`src/rtl/dbg_exec_ctrl_if.sv`:
```
// dbg_exec_ctrl_if: host command strobe and UART TX FIFO push port of the debug controller
interface dbg_exec_ctrl_if;
  logic       i_cmd_valid;
  logic [7:0] i_cmd;
  logic       i_tx_full;
  logic [7:0] o_tx_data;
  logic       o_tx_wr;
  modport master (output i_cmd_valid, i_cmd, i_tx_full, input o_tx_data, o_tx_wr);
  modport slave  (input i_cmd_valid, i_cmd, i_tx_full, output o_tx_data, o_tx_wr);
endinterface

```
`src/rtl/dbg_exec_ctrl.sv`:
```
// dbg_exec_ctrl: decodes host commands into pipeline run/step/reset and streams the state dump
module dbg_exec_ctrl #(
  parameter int NB_REG      = 32,
  parameter int NB_R_INT    = 376,
  parameter int N_REGS      = 32,
  parameter int N_MEM_WORDS = 32,
  parameter int RST_CYCLES  = 4
) (
  input  logic                i_clk,
  input  logic                i_reset,
  input  logic                i_halt,
  input  logic [NB_R_INT-1:0] i_reg_int,
  input  logic [NB_REG-1:0]   i_reg_data,
  input  logic [NB_REG-1:0]   i_mem_data,
  dbg_exec_ctrl_if.slave      bus,
  output logic                o_enable,
  output logic                o_reset_mips,
  output logic [NB_REG-1:0]   o_addr,
  output logic                o_busy,
  output logic                o_done
);
  localparam int NB_INT = NB_R_INT / 8;
  localparam int NB_WB  = NB_REG / 8;
  localparam int CW     = $clog2(NB_INT + RST_CYCLES + NB_WB + 1);
  localparam logic [3:0] IDLE   = 4'd0;
  localparam logic [3:0] RUN    = 4'd1;
  localparam logic [3:0] STEP   = 4'd2;
  localparam logic [3:0] RST    = 4'd3;
  localparam logic [3:0] D_INT  = 4'd4;
  localparam logic [3:0] D_ADDR = 4'd5;
  localparam logic [3:0] D_LOAD = 4'd6;
  localparam logic [3:0] D_BYTE = 4'd7;
  localparam logic [3:0] DONE   = 4'd8;
  logic [3:0]          state_q, state_d;
  logic [CW-1:0]       cnt_q, cnt_d;
  logic [NB_REG-1:0]   idx_q, idx_d, last_idx;
  logic                mem_q, mem_d;
  logic [NB_REG-1:0]   word_q, word_d;
  logic [NB_R_INT-1:0] shreg_q, shreg_d;
  logic                push;
  assign push         = (state_q == D_INT || state_q == D_BYTE) && !bus.i_tx_full;
  assign last_idx     = mem_q ? NB_REG'(N_MEM_WORDS - 1) : NB_REG'(N_REGS - 1);
  assign bus.o_tx_wr  = push;
  assign bus.o_tx_data = state_q == D_INT ? shreg_q[NB_R_INT-1 -: 8] : word_q[NB_REG-1 -: 8];
  // halt gates the enable combinationally so the pipeline stops in the halting cycle
  assign o_enable     = state_q == STEP || (state_q == RUN && !i_halt);
  assign o_reset_mips = state_q == RST;
  assign o_addr       = idx_q;
  assign o_busy       = state_q != IDLE;
  assign o_done       = state_q == DONE;
  always_comb begin
    state_d = state_q;
    cnt_d   = cnt_q;
    idx_d   = idx_q;
    mem_d   = mem_q;
    word_d  = word_q;
    shreg_d = shreg_q;
    case (state_q)
      IDLE:
        if (bus.i_cmd_valid)
          state_d = bus.i_cmd == 8'h63 ? RUN :
                    bus.i_cmd == 8'h73 ? STEP :
                    bus.i_cmd == 8'h72 ? RST :
                    bus.i_cmd == 8'h64 ? D_INT : IDLE;
      RUN:  state_d = i_halt ? D_INT : RUN;
      STEP: state_d = D_INT;
      RST: begin
        cnt_d = cnt_q + CW'(1);
        if (cnt_q == CW'(RST_CYCLES - 1)) begin
          cnt_d   = '0;
          state_d = IDLE;
        end
      end
      D_INT:
        if (push) begin
          shreg_d = shreg_q << 8;
          cnt_d   = cnt_q + CW'(1);
          if (cnt_q == CW'(NB_INT - 1)) begin
            cnt_d   = '0;
            state_d = D_ADDR;
          end
        end
      D_ADDR: state_d = D_LOAD;
      D_LOAD: begin
        word_d  = mem_q ? i_mem_data : i_reg_data;
        state_d = D_BYTE;
      end
      D_BYTE:
        if (push) begin
          word_d = word_q << 8;
          cnt_d  = cnt_q + CW'(1);
          if (cnt_q == CW'(NB_WB - 1)) begin
            cnt_d   = '0;
            idx_d   = idx_q + NB_REG'(1);
            state_d = D_ADDR;
            if (idx_q == last_idx) begin
              idx_d = '0;
              mem_d = 1'b1;
              if (mem_q) begin
                mem_d   = 1'b0;
                state_d = DONE;
              end
            end
          end
        end
      DONE:    state_d = IDLE;
      default: state_d = IDLE;
    endcase
    if (state_d == D_INT && state_q != D_INT) shreg_d = i_reg_int;
  end
  always_ff @(posedge i_clk) begin
    if (i_reset) begin
      state_q <= IDLE;
      cnt_q   <= '0;
      idx_q   <= '0;
      mem_q   <= 1'b0;
      word_q  <= '0;
      shreg_q <= '0;
    end else begin
      state_q <= state_d;
      cnt_q   <= cnt_d;
      idx_q   <= idx_d;
      mem_q   <= mem_d;
      word_q  <= word_d;
      shreg_q <= shreg_d;
    end
  end
endmodule

```
`src/flat_wrapper.sv`:
```
// flat-port wrapper written by rule: the top's interface ports become plain ports
module dbg_exec_ctrl_flat 
#(
  parameter int NB_REG      = 32,
  parameter int NB_R_INT    = 376,
  parameter int N_REGS      = 32,
  parameter int N_MEM_WORDS = 32,
  parameter int RST_CYCLES  = 4
)
  (i_clk, i_reset, i_halt, i_reg_int, i_reg_data, i_mem_data, o_enable, o_reset_mips, o_addr, o_busy, o_done, bus_i_cmd_valid, bus_i_cmd, bus_i_tx_full, bus_o_tx_data, bus_o_tx_wr);
  dbg_exec_ctrl_if bus_i ();
  input  logic i_clk;
  input  logic i_reset;
  input  logic i_halt;
  input  logic [NB_R_INT-1:0] i_reg_int;
  input  logic [NB_REG-1:0] i_reg_data;
  input  logic [NB_REG-1:0] i_mem_data;
  output logic o_enable;
  output logic o_reset_mips;
  output logic [NB_REG-1:0] o_addr;
  output logic o_busy;
  output logic o_done;
  input wire logic [$bits(bus_i.i_cmd_valid)-1:0] bus_i_cmd_valid;
  input wire logic [$bits(bus_i.i_cmd)-1:0] bus_i_cmd;
  input wire logic [$bits(bus_i.i_tx_full)-1:0] bus_i_tx_full;
  output wire logic [$bits(bus_i.o_tx_data)-1:0] bus_o_tx_data;
  output wire logic [$bits(bus_i.o_tx_wr)-1:0] bus_o_tx_wr;
  assign bus_i.i_cmd_valid = bus_i_cmd_valid;
  assign bus_i.i_cmd = bus_i_cmd;
  assign bus_i.i_tx_full = bus_i_tx_full;
  assign bus_o_tx_data = bus_i.o_tx_data;
  assign bus_o_tx_wr = bus_i.o_tx_wr;
  dbg_exec_ctrl #(.NB_REG(NB_REG), .NB_R_INT(NB_R_INT), .N_REGS(N_REGS), .N_MEM_WORDS(N_MEM_WORDS), .RST_CYCLES(RST_CYCLES)) u_core (.i_clk(i_clk), .i_reset(i_reset), .i_halt(i_halt), .i_reg_int(i_reg_int), .i_reg_data(i_reg_data), .i_mem_data(i_mem_data), .bus(bus_i), .o_enable(o_enable), .o_reset_mips(o_reset_mips), .o_addr(o_addr), .o_busy(o_busy), .o_done(o_done));
endmodule
```
`config.mk`:
```
export PLATFORM = sky130hd
export DESIGN_NAME = dbg_exec_ctrl_flat
export DESIGN_NICKNAME = d
export VERILOG_FILES = /design/src/rtl/dbg_exec_ctrl_if.sv /design/src/rtl/dbg_exec_ctrl.sv /design/src/flat_wrapper.sv
export SDC_FILE = /design/constraint.sdc
export NUM_CORES = 1
export LEC_CHECK = 0
export CELL_PAD_IN_SITES_DETAIL_PLACEMENT = 2
export CELL_PAD_IN_SITES_GLOBAL_PLACEMENT = 2
export CORE_MARGIN = 2
export CORE_UTILIZATION = 30
export DETAILED_ROUTE_END_ITERATION = 10
export PLACE_DENSITY_LB_ADDON = 0.25
export RECOVER_POWER = 100
export SYNTH_ARGS = -nofsm -noshare
export SYNTH_HDL_FRONTEND = slang
export SYNTH_SLANG_ARGS = --single-unit
export TNS_END_PERCENT = 30
```
`constraint.sdc`:
```
create_clock -name i_clk -period 5.7 [get_ports i_clk]
set_input_delay 0.57 -clock i_clk [delete_from_list [all_inputs] [get_ports i_clk]]
set_output_delay 0.57 -clock i_clk [all_outputs]
set_load 0.02 [all_outputs]
```
### Yosys cells after proc, flatten, opt, wreduce, memory -nomap -nowiden

Index checks and enable logic that the tools add are counted.

| storage, ports and cells | value |
|---|---|
| input port bits | 453 |
| bits in read-only memories | 0 |
| latch bits | 0 |
| logic and storage cells | 73 |
| output and inout port bits | 45 |
| RAM bits | 0 |
| flip-flop bits (word level) | 451 |
| memories kept | 0 |

| cells by class | value |
|---|---|
| $add $sub $neg | 2 |
| shift operators | 0 |
| multiplexer cells | 28 |
| multiply operators | 0 |
| div/mod/pow operators | 0 |
| $lt $le $gt $ge | 0 |
| bitwise logic cells | 0 |
| reduce and logical (&&, ||, !) cells | 18 |
| eq/ne operators | 19 |

Operators by type and width:

| cell | count |
|---|---|
| $mux 376 | 3 |
| $mux 32 | 3 |
| $pmux 32 s2 | 1 |
| $mux 4 | 11 |
| $add 32x1->32 const B | 1 |
| $eq 32x5->1 const B | 1 |
| $eq 8x7->1 const B | 4 |
| $pmux 4 s8 | 1 |
| $mux 6 | 4 |
| $eq 4x3->1 const B | 5 |
| $pmux 6 s3 | 1 |
| $eq 4x2->1 const B | 2 |
| $mux 8 | 1 |
| $add 6x1->6 const B | 1 |
| $eq 6x2->1 const B | 1 |
| $eq 6x6->1 const B | 1 |
| $mux 3 | 2 |
| $reduce_and 3->1 | 2 |
| $reduce_bool 2->1 | 3 |
| $eq 4x1->1 const B | 1 |
| $eq 4x4->1 const B | 1 |
| $logic_not 4->1 | 1 |
| $ne 2x2->1 const B | 2 |
| $ne 4x3->1 const B | 1 |
| other kinds (8) | 13 |

### Longest topological paths before layout

Gate-level depths: netlist (run 1).

| logic depth | value |
|---|---|
| word-level depth | 11 |
| depth in mapped cells | 9 |
| gate-level depth less buffers | 6 |

### Least setup slack after synthesis (run 1)

OpenSTA, ideal clock, no wires.

| timing | value |
|---|---|
| path type | input port to flip-flop |
| start point | input bus_i_tx_full |
| end point | register u_core.idx_q[30], in the netlist u_core.o_addr[30] |
| setup slack | 2.852 ns |
| arrival | 2.778 ns |
| setup time | 0.070 ns |
| stages on the path | 6 |
| buffers on the path | 1 |
| required time | 5.630 ns |
| path through | or3b_1 or4_4 buf_6 or4_4 or4_1 a21oi_1 |

| on the way | value |
|---|---|
| word-level cells in the longest chain between the ends | 3 |

Ends and longest elaborated chain:

| what | line | RTL |
|---|---|---|
| start: declaration | flat_wrapper.sv:25 | `input wire logic [$bits(bus_i.i_tx_full)-1:0] bus_i_tx_full;` |
| $logic_not 1->1 | dbg_exec_ctrl.sv:41 | `assign push = (state_q == D_INT \|\| state_q == D_BYTE) && !bus.i_tx_full;` |
| $logic_and 1x1->1 | dbg_exec_ctrl.sv:41 |  |
| $reduce_and 3->1 (no source line) | n/a |  |
| end signal: assignment | dbg_exec_ctrl.sv:122 | `idx_q <= idx_d;` |
| end: declaration | dbg_exec_ctrl.sv:36 | `logic [NB_REG-1:0] idx_q, idx_d, last_idx;` |

No other way between the ends.
A chain may end at the register's enable or synchronous reset.

### Worst setup path after layout (run 1)

| timing | value |
|---|---|
| start point | register u_core.state_q[2] |
| end point | output bus_o_tx_wr |

| on the way | value |
|---|---|
| word-level cells in the longest chain between the ends | 3 |
| elaborated cells between the ends (all ways) | 4 |

Ends and longest elaborated chain:

| what | line | RTL |
|---|---|---|
| start: declaration | dbg_exec_ctrl.sv:34 | `logic [3:0] state_q, state_d;` |
| start signal: assignment | dbg_exec_ctrl.sv:120 | `state_q <= state_d;` |
| $eq 4x3->1 | dbg_exec_ctrl.sv:41 |  |
| $logic_or 1x1->1 (*) | dbg_exec_ctrl.sv:41 |  |
| $logic_and 1x1->1 (*) | dbg_exec_ctrl.sv:41 |  |
| end: declaration | flat_wrapper.sv:27 | `output wire logic [$bits(bus_i.o_tx_wr)-1:0] bus_o_tx_wr;` |

Every way passes the cells marked *; elsewhere a longest branch is shown, timed or not.

==> summary.md, run 1 <==
| Metric | Value |
|---|---|
| Status | finished, violations left |
| Failing checks | max-capacitance violations, max-slew violations |
| Worst-path clk slew | 0.06 ns |
| Starting Density | 30.2% |
| DP Area | 24800 µm² |
| Crit. End Element | primary output |
| WS Path Type | register to primary output |
| # DRC | 0 |
| Hold Startpoint | u_core.shreg_q[343] |
| Final period util | 76.4% |
| Pwr/cell area | 268 nW/µm² |
| Clock power share | 49.3% |
| Yosys cell types | 50 |
| Synthesized flop and latch total | 451 |
| Area of the multi-input gates | 9480 µm² |
| Nets | 3258 |
| Worst reg2reg startpoint | u_core.state_q[3] |
| Final Cell Area | 26600 µm² |
| Final clock skew | 0.0151 ns |
| CTS buffer count | 53 |
| Root Buffer | clkbuf_16 |
| Site row count | 93 |
| Synth top area cells | dfxtp_1 (47%), nand2_1 (13%), a311oi_1 (12%) |
| Seq pwr share | 44.5% |
| Pre-antenna DRT Iters | 5 |
| Register area share after synthesis | 46.5% |
| Largest net degree at the start of global routing | 216 |
| Commonest cells in the synthesized netlist | nand2_1 (650), dfxtp_1 (451), nor2_1 (354) |
| Setup violators final | 0 |
| LEAKAGE | 0.00863 µW |
| Async S/R FF share, synth | 0% |
| Vias in the first global route | 21000 |
| Post-Synthesis Cells | 2462 |
| CTS tree | built |
| Final hold vios | 0 |
| Sw power | 1550 µW |
| Share of the synthesized area in the top cell type | 46.5% |
| Main flop type after synthesis | dfxtp_1 |
| Synth Cell Area | 19400 µm² |
| Vias per Instance | 5.33 |
| Synthesized area per cell | 7.88 µm² |
| Fin util | 41.4% |
| Required time worst endpoint | 5.13 ns |
| Clock sink count | 451 |
| Die Y | 258 µm |
| Via count | 19800 |
| Post-CTS Repair Setup Buffers | 0 |
| Achievable Freq | 230 MHz |
| Sw frac | 21.8% |
| Int Pwr | 5590 µW |
| Layout fillers | 7151 |
| CTS Hold Bufs | 0 |
| Worst setup SP type | register |
| Crit path arrival time | 3.79 ns |
| Max cap viols | 3 |
| Cells on worst reg2reg path | 6 |
| Initial antenna violation count | 36 |
| Worst-path fanout max | 41 |
| Worst skew pair latency | 0.59 ns |
| # resized after CTS | 0 |
| Total core area | 64200 µm² |
| Drt first-iter violations | 1127 |
| RSZ-0062 raised after global routing | false |
| Global-route wire length before repair | 121000 µm |
| Worst VDD drop | 196 µV |
| YS warnings | 0 |
| Number of synthesized flops with an enable pin | 0 |
| IO Port Bufs | 497 |
| Slew headroom | -44.1% |
| WL per Instance | 21.4 µm |
| Max Slew Vio Count | 100 |
| Worst Setup SP | u_core.state_q[2] |
| Remaining Overflow, GRT | 0 |
| Net Count, Synth | 2918 |
| Die Area | 66700 µm² |
| CTS HTree Levels | 2 |
| CTS max path bufs | 3 |
| Slew @ Worst Pin | 2.16 ns |
| I/O pin cnt | 498 |
| Dpl hpwl | 53700 µm |
| Sequential standard cell area | 9030 µm² |
| Share of layout cells above drive strength 1 | 4.18% |
| Area growth syn-to-layout | 37.1% |
| Hold Crit Depth | 2 |
| Final ANT Viol Nets | 0 |
| Die width | 258 µm |
| Tmin final | 4.36 ns |
| Global-route usage over all layers | 22.8% |
| Logic pwr share | 6.2% |
| Cell with the most instances after synthesis | nand2_1 |
| Setup TNS | 0 ns |
| Routability cong. | 0.847 |
| Total Power | 7140 µW |
| Detailed Route WL | 79500 µm |
| Yosys top cell by area | dfxtp_1 |
| Worst hold-check path type | register to register |
worst max-delay path: stages, from the launching register on:
cell and delay, ns:
dfxtp_1 0.60, nor4b_1 0.28, clkbuf_1 0.57, nand2b_2 0.79, nand2_1 0.32, clkdlybuf4s50_1 0.64
final timing paths:
path | slack, ns | endpoint
worst min-delay path | 0.46 | u_core.shreg_q[343]
worst min register to register | 0.46 | u_core.shreg_q[343]
worst max-delay path | 1.34 | bus_o_tx_wr
worst max register to register | 1.41 | u_core.shreg_q[38]
metrics by stage:
stage                     instances  setup WS [ns]  hold slack, ns
after floorplan                2462           2.85           0.433
after global placement         3602           2.13           0.442
after detailed placement       3602           2.02           0.453
after CTS                      3699           2.14           0.462
after global routing           3709           1.08           0.487
final                          3712           1.34           0.458
sequential cells by signal, summed over array words and instances, names as in the netlist:
register / cells
u_core.mem_q: 1
u_core.o_addr: 32
u_core.shreg_q: 376
u_core.state_q: 4
u_core.word_q: 32
u_core.cnt_q: 6
metal layers:
layer	GRT usage (%)	wire length [µm]	up-vias
li1	-	-	9382
met1	27.4	32800	9793
met2	40.2	39600	433
met3	5.84	5120	131
met4	6.54	1750	42
met5	0	269	-
placed cells by master, fill, tap and decap left out, types with 15 or more instances in the layout:
master	count
a211oi_1	28
a21oi_1	163
a22oi_1	110
a311oi_1	258
clkbuf_1	18
clkbuf_16	53
clkdlybuf4s50_1	453
dfxtp_1	450
dlygate4sd3_1	43
mux2i_1	34
nand2_1	650
nand3_1	21
nand4_1	17
nor2_1	354
o21ai_0	15
xnor2_1	15
final cells by class:
| class | instances | area share, % |
|---|---|---|
| Multi-Input combinational cell | 1772 | 35.6 |
| Sequential cell | 451 | 33.9 |
| Timing Repair Buffer | 514 | 19.4 |
| Clock buffer | 80 | 5.78 |
| Tap cell | 855 | 4.02 |
| Clock inverter | 17 | 0.912 |
| Inverter | 10 | 0.141 |
| Antenna cell | 13 | 0.122 |
kinds of logic after synthesis:
| logic type | count (synthesis) | share of synthesized area [%] |
|---|---|---|
| compound gates | 591 | 22.2 |
| flops | 451 | 46.5 |
| xor+xnor | 24 | 1.08 |
| mux | 42 | 2.22 |
| simple gates | 1112 | 23.1 |
| fa+ha+maj | 3 | 0.193 |
| buf+inv | 239 | 4.67 |
power by group through the flow:
stage	Clock (µW)	Combinational, µW	Sequential (µW)
2_1_floorplan	0	84.2	3240
3_3_place_gp	0	443	3250
3_5_place_dp	0	445	3250
4_1_cts	3620	449	3180
5_1_grt	3760	472	3180
6_report	3520	444	3180
Note: power is estimated with default switching activity, not from simulation.
==> run 2, diff against run 1 <==
Settings changed: CORE_UTILIZATION 30 to 28.
Clock period 5.7 ns to 4.29 ns, I/O delays scaled along.
==> run 2 against run 1 <==
Compared with the run above:
- the flow still finishes with violations (max-capacitance violations, max-slew violations)
- total power rose by 30%
- design area rose by 0.52%
- core utilization fell by 2.4 points
- clock power rose by 28%
- first-iteration DRC count fell by 4.9%
- critical path depth fell by 1
- final cell count rose by 2.3%
- critical path type unchanged
- critical endpoint is now bus_o_tx_data[7]
- highest routed layer unchanged
==> summary.md, run 2 (synthesized netlist as in run 1, its figures left out) <==
| Metric | Value |
|---|---|
| Share of layout cells above drive strength 1 | 4.36% (+0.17 points) |
| Status | finished, violations left |
| IO Port Bufs | 497 (unchanged) |
| LEAKAGE | 0.00867 µW (+0.44%) |
| Via count | 19600 (-0.81%) |
| Fin util | 39.0% (-2.4 points) |
| Worst-path fanout max | 14 (-66%) |
| Final clock skew | 0.0192 ns (+0.00406 ns) |
| Pwr/cell area | 348 nW/µm² (+30%) |
| CP peak stage delay | 0.68 ns (-0.11 ns) |
| Die Y | 267 µm (+3.5%) |
| Worst VDD drop | 273 µV (+39%) |
| Setup violators final | 0 (unchanged) |
| Crit path max-delay family | buffers and inverters |
| Slew @ Worst Pin | 1.74 ns (-0.420 ns) |
| Worst-path clk slew | 0.06 ns (about the same) |
| Sequential standard cell area | 9030 µm² (unchanged) |
| Max cap viols | 1 (-2) |
| Area of the multi-input gates | 9500 µm² (+0.18%) |
| Clock sink count | 451 (unchanged) |
| Slew headroom | -17.2% (+27 points) |
| Pre-antenna DRT Iters | 5 (unchanged) |
| RSZ-0062 raised after global routing | false |
| Initial antenna violation count | 40 (+11%) |
| Global-route wire length before repair | 120000 µm (-0.81%) |
| CTS max path bufs | 3 (unchanged) |
| Slowest-stage cell, CP | dlygate4sd3_1 |
| Global-route usage over all layers | 21.4% (-1.4 points) |
| Drt first-iter violations | 1072 (-4.9%) |
| Starting Density | 28.3% (-1.9 points) |
| # DRC | 0 (unchanged) |
| Vias per Instance | 5.17 (-3.0%) |
| Failing checks | max-capacitance violations, max-slew violations |
| Dpl hpwl | 54100 µm (+0.66%) |
| Most common cell after layout, fill and taps aside | nand2_1 |
| Final hold vios | 0 (unchanged) |
| # resized after CTS | 0 (unchanged) |
| Tmin final | 3.48 ns |
| CTS tree | built |
| Most frequent cells in the layout | nand2_1 (650), clkdlybuf4s50_1 (452), dfxtp_1 (450) |
| Worst hold slack | 0.384 ns (-0.0742 ns) |
| CTS buffer count | 55 (+3.8%) |
| Crit. End Element | primary output |
| Vias in the first global route | 21100 (+0.43%) |
| Required time worst endpoint | 3.86 ns (-1.27 ns) |
| Setup TNS | 0 ns (unchanged) |
| Final ANT Viol Nets | 0 (unchanged) |
| Max Slew Vio Count | 11 (-89%) |
| Worst path bufs/invs | 2 (unchanged) |
| Max reg flops | 376 (unchanged) |
| Crit path arrival time | 3.05 ns (-0.74 ns) |
| Root Buffer | clkbuf_16 |
| Remaining Overflow, GRT | 0 (unchanged) |
| I/O pin cnt | 498 (unchanged) |
| Area growth syn-to-layout | 37.8% |
| Post-CTS Repair Setup Buffers | 0 (unchanged) |
| Achievable Freq | 288 MHz |
| Detailed Route WL | 79600 µm (+0.13%) |
| CTS Hold Bufs | 0 (unchanged) |
| Routability cong. | 0.838 (-0.97%) |
| Die Area | 71400 µm² (+7.0%) |
| Total core area | 68600 µm² (+6.8%) |
| Final period util | 81.0% |
| WS Path Type | register to primary output |
| Nets | 3263 (+0.15%) |
| Largest Register | u_core.shreg_q |
| Worst setup SP type | register |
| Layout fillers | 7624 (+6.6%) |
| WL per Instance | 21.0 µm (-2.1%) |
| Worst path cell trace | nor4b_1 > buf_4 > mux2_2 > dlygate4sd3_1 |
| Worst hold-check path type | primary input to register |
| Site row count | 96 (+3.2%) |
| Die width | 267 µm (+3.5%) |
| Worst skew pair latency | 0.60 ns (about the same) |
| CTS HTree Levels | 2 (unchanged) |
| Largest net degree at the start of global routing | 195 (-9.7%) |
## run 2: changes by cell type in the layout (fill, tap and decap cells not counted), sizes merged
cell	before	now
buf	16	18
bufinv	6	0
clkbuf	82	90
clkdlybuf4s50	453	452
clkinvlp	3	0
diode	13	19
dlygate4sd3	43	44
inv	10	11
## run 2: cell type report
type	instances	area share, %
Antenna cell	19	0.178
Sequential cell	451	33.8
Timing Repair Buffer	517	19.6
Clock inverter	9	0.182
Tap cell	931	4.36
Clock buffer	87	6.23
Inverter	10	0.140
Multi-Input combinational cell	1772	35.5
## run 2: worst reg2reg max path, stage by stage (launching register included)
cell     delay [ns]
dfxtp_1        0.42
ha_1           0.24
or4b_1         0.54
or4_1          0.61
nor3_1         0.37
or2_1          0.96
a21oi_1        0.14
## run 2: per-stage QoR
step / power, µW / instance area [µm²] / cells / worst slack, ns
3_3_place_gp: 4910 / 25000 / 3681 / 0.846
6_report: 9310 / 26700 / 3796 / 0.813
3_5_place_dp: 4910 / 25000 / 3681 / 0.756
4_1_cts: 9460 / 26700 / 3777 / 0.978
2_1_floorplan: 4420 / 19400 / 2462 / 1.49
5_1_grt: 9670 / 26700 / 3789 / 0.521
## run 2: worst paths after layout
| kind | from | end | slack, ns | cells after the start |
|---|---|---|---|---|
| setup / recovery | u_core.state_q[2] | bus_o_tx_data[7] | 0.81 | 4 |
| hold / removal | i_reset | u_core.shreg_q[74] | 0.38 | 2 |
| setup reg to reg | u_core.cnt_q[0] | u_core.o_addr[30] | 0.84 | 6 |
| hold reg to reg | u_core.shreg_q[375] | u_core.shreg_q[375] | 0.46 | 2 |
## run 2: layer usage
layer  up-vias  share of wire, %  GRT usage, %
met2       395                49          37.4
met4        44               2.5          7.08
li1       9410                 -             -
met3       147               6.3          5.95
met1      9624                42          25.1
met5         -              0.35             0
## run 2: power by group
group          switching, µW  internal, µW  leakage, µW
Clock                   1860          2630     0.000854
Combinational            206           393      0.00419
Sequential              12.3          4210      0.00363
Total                   2080          7240      0.00867
==> run 3, diff against run 2 <==
Clock period 4.29 ns to 3.3 ns, I/O delays scaled along.
==> run 3 against run 2 <==
Compared with the run above:
- the run still ends with max-capacitance violations, max-slew violations left
- core utilization rose by 0.62 points
- final cell count up 0.61%
- wire length rose by 1.1%
- setup slack lost 0.63 ns
- die area stayed put
- via count increased by 1.3%
- total power increased by 35%
- sequential share of layout area is 0.54 points lower
- clock-buffer cell count is 7 lower
- critical path depth unchanged
- clock skew is 0.0081 ns higher
- critical endpoint is now bus_o_tx_data[5]
==> summary.md, run 3 (synthesized netlist as in run 1, its figures left out) <==
| Metric | Value |
|---|---|
| Die Area | 71400 µm² (unchanged) |
| Post-CTS Repair Setup Buffers | 0 (unchanged) |
| Slew headroom | -35.3% (-18 points) |
| Failing checks | max-capacitance violations, max-slew violations |
| Non-filler cells, final | 3819 (+0.61%) |
| Worst-path clk slew | 0.06 ns (about the same) |
| Site row count | 96 (unchanged) |
| Largest Register | u_core.shreg_q |
| Final clock skew | 0.0273 ns (+0.00812 ns) |
| CP peak stage delay | 0.66 ns (-0.02 ns) |
| Nets | 3290 (+0.83%) |
| Worst VDD drop | 408 µV (+49%) |
| Required time worst endpoint | 2.97 ns (-0.89 ns) |
| Die width | 267 µm (unchanged) |
| Drt first-iter violations | 1110 (+3.5%) |
| Status | finished, violations left |
| Area growth syn-to-layout | 40.1% |
| Slowest-stage cell, CP | dlygate4sd3_1 |
| Final period util | 94.4% |
| Setup violators final | 0 (unchanged) |
| CTS Hold Bufs | 0 (unchanged) |
| Met2 Use GR | 38.0% (+0.55 points) |
| Sequential standard cell area | 9030 µm² (about the same) |
| # DRC | 0 (unchanged) |
| Final ANT Viol Nets | 0 (unchanged) |
| RSZ-0062 raised after global routing | false |
| Layout fillers | 7608 (-0.21%) |
| Die Y | 267 µm (unchanged) |
| Share of layout cells above drive strength 1 | 5.53% (+1.2 points) |
| Largest net degree at the start of global routing | 146 (-25%) |
| Detailed Route WL | 80500 µm (+1.1%) |
| IO Port Bufs | 497 (unchanged) |
| Worst setup SP type | register |
| Global-route wire length before repair | 122000 µm (+1.7%) |
| Worst hold-check path type | primary input to register |
| I/O pin cnt | 498 (unchanged) |
| Int Pwr | 9850 µW (+36%) |
| Pwr/cell area | 464 nW/µm² (+33%) |
| Total core area | 68600 µm² (unchanged) |
| # resized after CTS | 0 (unchanged) |
| CTS HTree Levels | 2 (unchanged) |
| Final hold vios | 0 (unchanged) |
| Most common cell after layout, fill and taps aside | nand2_1 |
| Sw power | 2740 µW (+32%) |
| GR peak layer | met2 |
| LEAKAGE | 0.00889 µW (+2.5%) |
| Crit path arrival time | 2.79 ns (-0.26 ns) |
| Seq pwr share | 43.6% (-1.7 points) |
| Crit. End Element | primary output |
| Met1 Track Usage GR | 25.5% (+0.41 points) |
| Worst path cell trace | nor4b_1 > buf_4 > mux2_2 > dlygate4sd3_1 |
| Most frequent cells in the layout | nand2_1 (650), clkdlybuf4s50_1 (457), dfxtp_1 (451) |
| Global-route usage over all layers | 21.7% (+0.33 points) |
| Via count | 19900 (+1.3%) |
| CTS buffer count | 54 (-1.8%) |
| Max reg flops | 376 (unchanged) |
| WL per Instance | 21.1 µm (+0.52%) |
| WS Path Type | register to primary output |
| Crit path max-delay family | buffers and inverters |
| Placed Cells | 3709 (+0.76%) |
| Dpl hpwl | 55400 µm (+2.4%) |
| Worst path bufs/invs | 2 (unchanged) |
| Starting Density | 28.3% (unchanged) |
| CTS tree | built |
| Clock sink count | 451 (unchanged) |
| Achievable Freq | 321 MHz |
| CTS max path bufs | 3 (unchanged) |
| Logic pwr share | 6.3% (about the same) |
| Slew @ Worst Pin | 2.03 ns (+0.285 ns) |
| Fin util | 39.6% (+0.62 points) |
| Initial antenna violation count | 38 (-5.0%) |
| M3 GR Usage | 6.13% (+0.18 points) |
| Vias in the first global route | 21500 (+1.9%) |
| Remaining Overflow, GRT | 0 (unchanged) |
| Worst-path fanout max | 14 (unchanged) |
| Routability cong. | 0.846 (+0.93%) |
| Sw frac | 21.8% (-0.53 points) |
| Worst skew pair latency | 0.60 ns (about the same) |
| Area of the multi-input gates | 9490 µm² (about the same) |
| Root Buffer | clkbuf_16 |
| Setup TNS | 0 ns (unchanged) |
| Max cap viols | 1 (unchanged) |
| Clock power share | 50.1% (+1.9 points) |
| Tmin final | 3.12 ns |
| Pre-antenna DRT Iters | 5 (unchanged) |
| Vias per Instance | 5.20 (+0.69%) |
| Max Slew Vio Count | 37 (+26) |
## run 3: cell count changes in the layout (fill, tap and decap cells not counted), moves of 2 or more
cell / delta
clkbuf_1: -5
clkbuf_4: +2
buf_6: +2
clkdlybuf4s50_1: +5
buf_12: +6
diode_2: -6
dlygate4sd3_1: -5
bufinv_16: +6
or2_2: +2
buf_4: +16
## run 3: layer usage
metal,wire length [µm],vias up
li1,-,9455
met1,33200,9780
met2,39900,428
met3,5150,158
met4,1920,54
met5,351,-
## run 3: worst register-to-register path, stage by stage, from the launching register on
cell and delay (ns):
dfxtp_1 0.42, ha_1 0.22, or4b_1 0.53, or4_1 0.49, or4_4 0.67, or4_1 0.51, a21oi_1 0.18
## run 3: cell type report
cell class	count	share of cell area, %
multi-input cells	1772	34.9
flip-flops and latches	451	33.2
repair buffers	545	20.4
clock buffers	80	6.00
well taps	931	4.29
clock inverters	17	0.921
inverters	10	0.138
diodes	13	0.120
## run 3: final timing paths
| path | endpoint | slack, ns | cells past startpoint | from |
|---|---|---|---|---|
| min | u_core.shreg_q[18] | 0.21 | 2 | i_reset |
| max | bus_o_tx_data[5] | 0.18 | 4 | u_core.state_q[2] |
| min reg2reg | u_core.shreg_q[372] | 0.45 | 2 | u_core.shreg_q[372] |
| max reg2reg | u_core.o_addr[30] | 0.21 | 6 | u_core.cnt_q[0] |
## run 3: power by group through the flow
stage	Clock [µW]	Combinational, µW	Sequential (µW)
finish	6310	792	5490
global route	6740	844	5490
CTS	6500	804	5490
detailed placement	0	797	5610
global placement	0	795	5610
floorplan	0	145	5600
## run 3: stage by stage
step                      total power (µW)  setup slack, ns  hold slack, ns  instance area, µm²
after global placement                6400            0.231           0.443               25400
final                                12600            0.184           0.205               27200
after floorplan                       5750            0.496           0.433               19400
after detailed placement              6400            0.210           0.449               25400
after global routing                 13100           0.0808           0.218               27200
after CTS                            12800            0.223           0.200               27200
